File: src/rtl/traveler_uart_tx_scheduler.sv
// traveler_uart_tx_scheduler
//   Shares one UART transmitter between two command sources (operation byte
//   and target-select byte). A value change on a source (other than
//   IGNORE_CODE) becomes a pending one-byte frame. Pending frames are sent
//   under round-robin arbitration with a start/busy handshake, a busy-rise
//   timeout and a minimum inter-frame gap.
//
//   Optional feature: define TRAVELER_TX_HEARTBEAT_EN to send HB_BYTE after
//   HB_PERIOD idle cycles with nothing pending.
//
// Ports
//   uart_clk      sole clock, rising edge
//   rst_n         asynchronous active-low reset
//   op_data       operation byte (uart_clk domain)
//   sel_data      target-select byte (uart_clk domain)
//   tx_busy       UART TX busy, high from accepted start until stop bit ends
//   tx_start      one-cycle start pulse to the UART TX
//   tx_data       frame byte, stable from tx_start until the next grant
//   drop_cnt      saturating count of pending frames overwritten unsent
//   timeout_flag  sticky, set when tx_busy fails to rise in BUSY_TIMEOUT
module traveler_uart_tx_scheduler #(
  parameter logic [7:0]  IGNORE_CODE  = 8'h00,
  parameter int unsigned GAP_CYCLES   = 16,
  parameter int unsigned BUSY_TIMEOUT = 1024,
  parameter int unsigned HB_PERIOD    = 1_000_000,
  parameter logic [7:0]  HB_BYTE      = 8'hFF
) (
  input  logic       uart_clk,
  input  logic       rst_n,
  input  logic [7:0] op_data,
  input  logic [7:0] sel_data,
  input  logic       tx_busy,
  output logic       tx_start,
  output logic [7:0] tx_data,
  output logic [7:0] drop_cnt,
  output logic       timeout_flag
);

  // Source index: 0 = OP, 1 = SEL.
  localparam logic SRC_OP  = 1'b0;
  localparam logic SRC_SEL = 1'b1;

  typedef enum logic [2:0] {
    S_IDLE,
    S_START,
    S_WAIT_BUSY,
    S_WAIT_DONE,
    S_GAP
  } state_t;

  state_t          r_state;
  logic [1:0][7:0] r_last;
  logic [1:0][7:0] r_slot;
  logic [1:0]      r_pend;
  logic            r_last_grant;
  logic [31:0]     r_cnt;
  logic [7:0]      r_drop;
  logic            r_timeout;
  logic            r_tx_start;
  logic [7:0]      r_tx_data;

  logic [1:0][7:0] w_src;
  logic [1:0]      w_chg;
  logic [1:0]      w_clr;
  logic [1:0]      w_drop;
  logic            w_idle;
  logic            w_grant_op;
  logic            w_grant_sel;
  logic [8:0]      w_drop_sum;
  logic            w_hb_fire;

  assign w_src  = {sel_data, op_data};
  assign w_idle = (r_state == S_IDLE);

  // Round robin: on a tie the source that was not granted last wins.
  assign w_grant_op  = w_idle && r_pend[0] && (!r_pend[1] || (r_last_grant == SRC_SEL));
  assign w_grant_sel = w_idle && r_pend[1] && (!r_pend[0] || (r_last_grant == SRC_OP));
  assign w_clr       = {w_grant_sel, w_grant_op};

  always_comb begin
    for (int i = 0; i < 2; i++) begin
      w_chg[i]  = (w_src[i] != r_last[i]) && (w_src[i] != IGNORE_CODE);
      // A slot granted this cycle is being emptied, so a new value is not a drop.
      w_drop[i] = w_chg[i] && r_pend[i] && !w_clr[i];
    end
  end

  assign w_drop_sum = {1'b0, r_drop} + {8'b0, w_drop[0]} + {8'b0, w_drop[1]};

  // Change detect and pending slots. A new change outranks a same-cycle grant
  // clear, so the slot keeps the newer value pending.
  always_ff @(posedge uart_clk or negedge rst_n) begin
    if (!rst_n) begin
      r_last <= {IGNORE_CODE, IGNORE_CODE};
      r_slot <= {IGNORE_CODE, IGNORE_CODE};
      r_pend <= 2'b00;
      r_drop <= 8'd0;
    end else begin
      for (int i = 0; i < 2; i++) begin
        r_last[i] <= w_src[i];
        if (w_chg[i]) begin
          r_slot[i] <= w_src[i];
          r_pend[i] <= 1'b1;
        end else if (w_clr[i]) begin
          r_pend[i] <= 1'b0;
        end
      end
      r_drop <= w_drop_sum[8] ? 8'hFF : w_drop_sum[7:0];
    end
  end

`ifdef TRAVELER_TX_HEARTBEAT_EN
  logic [31:0] r_hb_cnt;

  assign w_hb_fire = w_idle && (r_pend == 2'b00) && (r_hb_cnt == HB_PERIOD - 1);

  // Counts only idle cycles with nothing pending; any grant or heartbeat
  // leaves IDLE (or empties it), which clears the count.
  always_ff @(posedge uart_clk or negedge rst_n) begin
    if (!rst_n) begin
      r_hb_cnt <= 32'd0;
    end else if (w_idle && (r_pend == 2'b00) && !w_hb_fire) begin
      r_hb_cnt <= r_hb_cnt + 32'd1;
    end else begin
      r_hb_cnt <= 32'd0;
    end
  end
`else
  logic w_unused_hb;
  assign w_unused_hb = ^{HB_BYTE, HB_PERIOD};
  assign w_hb_fire   = 1'b0;
`endif

  // Transmit FSM. r_cnt is shared: busy-rise timeout in WAIT_BUSY, gap in GAP.
  always_ff @(posedge uart_clk or negedge rst_n) begin
    if (!rst_n) begin
      r_state      <= S_IDLE;
      r_last_grant <= SRC_SEL;
      r_cnt        <= 32'd0;
      r_timeout    <= 1'b0;
      r_tx_start   <= 1'b0;
      r_tx_data    <= IGNORE_CODE;
    end else begin
      r_tx_start <= 1'b0;
      case (r_state)
        S_IDLE: begin
          if (w_grant_op) begin
            r_tx_data    <= r_slot[0];
            r_last_grant <= SRC_OP;
            r_tx_start   <= 1'b1;
            r_state      <= S_START;
          end else if (w_grant_sel) begin
            r_tx_data    <= r_slot[1];
            r_last_grant <= SRC_SEL;
            r_tx_start   <= 1'b1;
            r_state      <= S_START;
          end else if (w_hb_fire) begin
            r_tx_data  <= HB_BYTE;
            r_tx_start <= 1'b1;
            r_state    <= S_START;
          end
        end
        S_START: begin
          r_cnt   <= 32'd0;
          r_state <= S_WAIT_BUSY;
        end
        S_WAIT_BUSY: begin
          if (tx_busy) begin
            r_state <= S_WAIT_DONE;
          end else if (r_cnt == BUSY_TIMEOUT - 1) begin
            // Frame abandoned; still honour the gap before the next one.
            r_timeout <= 1'b1;
            r_cnt     <= 32'd0;
            r_state   <= S_GAP;
          end else begin
            r_cnt <= r_cnt + 32'd1;
          end
        end
        S_WAIT_DONE: begin
          if (!tx_busy) begin
            r_cnt   <= 32'd0;
            r_state <= S_GAP;
          end
        end
        S_GAP: begin
          if (r_cnt == GAP_CYCLES - 1) begin
            r_cnt   <= 32'd0;
            r_state <= S_IDLE;
          end else begin
            r_cnt <= r_cnt + 32'd1;
          end
        end
        default: r_state <= S_IDLE;
      endcase
    end
  end

  assign tx_start     = r_tx_start;
  assign tx_data      = r_tx_data;
  assign drop_cnt     = r_drop;
  assign timeout_flag = r_timeout;

endmodule

File: config.mk
export PLATFORM = sky130hd
export DESIGN_NAME = traveler_uart_tx_scheduler
export DESIGN_NICKNAME = d
export VERILOG_FILES = /design/src/rtl/traveler_uart_tx_scheduler.sv
export SDC_FILE = /design/constraint.sdc
export NUM_CORES = 1
export LEC_CHECK = 0
export ABC_AREA = 1
export BUFFER_PORTS_ARGS = -buffer_cell sky130_fd_sc_hd__buf_2
export CAP_MARGIN = 20
export CORE_MARGIN = 2
export CORE_UTILIZATION = 55
export CTS_CLUSTER_DIAMETER = 40
export DETAILED_ROUTE_END_ITERATION = 7
export HOLD_SLACK_MARGIN = 0.12
export PLACE_DENSITY_LB_ADDON = 0.12
export SLEW_MARGIN = 10
export SYNTH_ARGS = -nofsm -noshare
export SYNTH_HDL_FRONTEND = slang
export SYNTH_SLANG_ARGS = --single-unit
File: constraint.sdc
create_clock -name uart_clk -period 4.8 [get_ports uart_clk]
set_input_delay 0 -clock uart_clk [delete_from_list [all_inputs] [get_ports uart_clk]]
set_output_delay 0 -clock uart_clk [all_outputs]
set_load 0.005 [all_outputs]
==> results.md <==
- Status: completed
- Max-slew violations: 0
- Area delta synth->final: 13.2%
- Crit path DAT: 3.08 ns
- Wire per inst: 13.6 um
- Internal power: 1350 uW
- Metal2 WL: 5.55 mm
- Layout fillers: 775
- Bufs and invs on worst path: 3
- Worst vdd ir: 0.227 mV
- Crit path to: drop_cnt[6]$_DFF_PN0_
- Crit-path cells: inv_1 -> o21ai_0 -> nor2_1 -> inv_1 -> nand4_1 -> fa_1 -> inv_1 -> ha_1 -> nand2_1 -> nor4_1 -> nand2_1 -> o21ai_0
- R2R Setup Slk: 2.01 ns
- CP delay by family, top: simple AND/OR/NAND/NOR gates
- Std-Cell Rows: 34
- Fmax: 359 MHz
- Number of max-cap violations: 0
- Skew-Pair Late Insertion Delay: 0.36 ns
- First-pass GRT wire length: 19.4 mm
- Drt drc: 0
- Commonest non-fill, non-tap cell in the layout: nand2_1
- Total CTS buffers: 9
- Worst Clk Skew: 0.0103 ns
- Share of the synthesized area in the top cell type: 0.445
- WL final: 11.3 mm
- Die ar.: 0.00967 mm2
- Slew Limit Headroom: 0.349
- GR Util All Layers: 0.245
- Post-Syn Area: 0.00489 mm2
- GPL Wtd Cong: 0.884
- Clock Sinks: 88
- CP max-delay cell: dfstp_2
- Critical path class: reg -> reg
- Min Hold Slack: 0.329 ns
- Post-Route M1 WL: 5.12 mm
- Seq/Total Area, Yosys: 0.450
- Clock transition at the registers of the reported paths: 0.10 ns
- Final hold vios: 0
- Most used cell, CP: inv_1
- Buffers on Ports: 36
- Cell Pwr Density: 411 mW/mm2
- Met3 wire len: 339 um
- Seq cells post-synth: 88
- Worst-margin pin slew: 0.973 ns
- Worst r2r dst: drop_cnt[6]$_DFF_PN0_
- Most frequent cells in the layout: nand2_1 (237), nor2_1 (91), dfrtp_1 (87)
- Largest area contributor in the netlist: dfrtp_1
- Routed Antenna Nets: 0
- Leakage: 0.00280 uW
- CP endpoint kind: flip-flop
- PnR worst setup slack: 2.01 ns
- CTS H-tree lvls: 3
- Syn nets: 679
- Crit. Startpoint: r_last_grant$_DFFE_PN1P_
- Vias in the first global route: 4321
- Cell variety after synth: 37
- Initial antenna violation count: 0
- Drt initial violations: 175
- Net Sw Frac: 0.406
- Post-Synthesis Cells: 657
- Share of cells above drive strength 1: 0.122
- Startpoint type of the worst setup path: flip-flop
- Sequential Power Share: 0.417
- Gate power share: 0.345
- Clock Path Buffers: 2
- Fin util: 0.639
- DR pass1 iterations: 5
- Nets: 738
- DR vias: 4392
- Largest cells by area after synthesis: dfrtp_1 (44%), nand2_1 (18%), nor2_1 (7.0%), nand3_1 (5.1%), inv_1 (4.8%)
- Post-CTS setup buffer count: 0
- Clock share of power: 0.238
- Initial Util: 0.564
- RR Startpoint: r_last_grant$_DFFE_PN1P_
- Pre-CTS setup slack: 2.04 ns
- Yosys warns: 0
- Crit-path max FO: 7
- CTS tree: built
- RSZ-0062 raised after global routing: no
- Diode count: 0
- Worst endpoint required time: 5.09 ns
- Crit path depth: 12
- Worst path max stage delay: 0.53 ns
- Top Metal Used: met4
- Post-DP HPWL: 7.95 mm
- Die X: 98.3 um
- I/O Pins: 37
- Crit share post-route: 0.580
- TNS Setup: 0 ns
- Sw power: 925 uW
- R2R cell count: 12
- Grt total ovfl: 0
- Final min period: 2.79 ns
- Die height: 98.3 um
- Worst Hold Class: in -> reg
- Via density: 5.30
- Largest net degree at the start of global routing: 69
- Clock Tree Root: clkbuf_8
- Final setup viols: 0
- Avg Cell Area, Syn: 7.45 um2
- Core area: 0.00868 mm2
## metrics by stage
stage          area (um2)  power, uW  std cells
6_report             5540       2280        829
4_1_cts              5540       2290        829
3_3_place_gp         5150       1710        794
5_1_grt              5540       2430        829
3_5_place_dp         5150       1740        794
2_1_floorplan        4890       1530        657
## what timing repair did
item / 4_1_cts / 5_1_grt
hold buffers: 19 / 0
hold endpoints to repair: 56 / 0
gates resized for setup: 0 / 0
## synth_stat cells
master / number
inv_1: 63
nand4_2: 1
clkinv_1: 2
inv_2: 3
nand2_2: 6
nor2_1: 91
nand3b_1: 5
o21ai_0: 15
buf_2: 2
and2_1: 1
nand2_4: 5
ha_1: 2
nand4_1: 10
inv_4: 1
a31oi_1: 7
buf_6: 4
xor2_1: 12
nand2_1: 237
clkbuf_8: 1
nand3_2: 4
nand3_1: 50
o211ai_1: 1
a31o_2: 1
fa_1: 1
nor2_2: 5
o21ai_4: 1
dfrtp_1: 87
xnor2_1: 10
dfstp_2: 1
or2_2: 2
nor4_1: 5
nor2_4: 5
a21oi_1: 6
nor3_1: 1
clkbuf_1: 1
o21bai_1: 2
o2111ai_1: 6
## sequential cells by signal, summed over array words and instances, names as in the netlist
signal        flops
tx_data           8
timeout_flag      1
r_cnt            32
r_state           3
drop_cnt          8
tx_start          1
r_pend            2
r_slot           16
r_last_grant      1
r_last           16
## worst min path at each step
stage,startpoint,endpoint,depth (start not counted)
after global placement,rst_n,r_cnt[8]$_DFFE_PN0P_,1
after floorplan,rst_n,drop_cnt[0]$_DFF_PN0_,0
after detailed placement,rst_n,r_cnt[8]$_DFFE_PN0P_,1
after CTS,op_data[0],r_last[0]$_DFF_PN0_,2
final,op_data[2],r_last[2]$_DFF_PN0_,2
after global routing,sel_data[5],r_last[13]$_DFF_PN0_,2
## cells by family (layout without fill, tap and decap cells)
family / count (synthesis) / count (layout) / share of synthesized area
buffers and inverters: 77 / 141 / 0.0683
xor gates and xnor gates: 22 / 22 / 0.0394
adders and majority gates: 3 / 3 / 0.00920
DFF: 88 / 88 / 0.450
AOI/OAI and AO/OA: 39 / 39 / 0.0509
and+or+nand+nor: 428 / 428 / 0.382
## power groups by stage
stage | clock, uW | sequential (uW) | combinational (uW)
after floorplan | 0 | 947 | 583
after global placement | 0 | 953 | 754
after detailed placement | 0 | 957 | 782
after CTS | 554 | 945 | 793
after global routing | 579 | 962 | 886
final | 542 | 948 | 786
## layout make-up
type                    count  area, um2  share of cell area
clock buffers               9        124              0.0224
clock inverters             7       80.1              0.0145
inverters                  69        262              0.0472
multi-input cells         492       2360               0.425
flip-flops and latches     88       2200               0.398
well taps                 108        135              0.0244
repair buffers             56        380              0.0686
## per-layer routing
layer / global-route usage / vias to the layer above
met5: 0 / -
met4: 0.0706 / 0
met3: 0.0387 / 18
met2: 0.433 / 76
met1: 0.312 / 2101
li1: - / 2197
(Power assumes the default switching activity.)
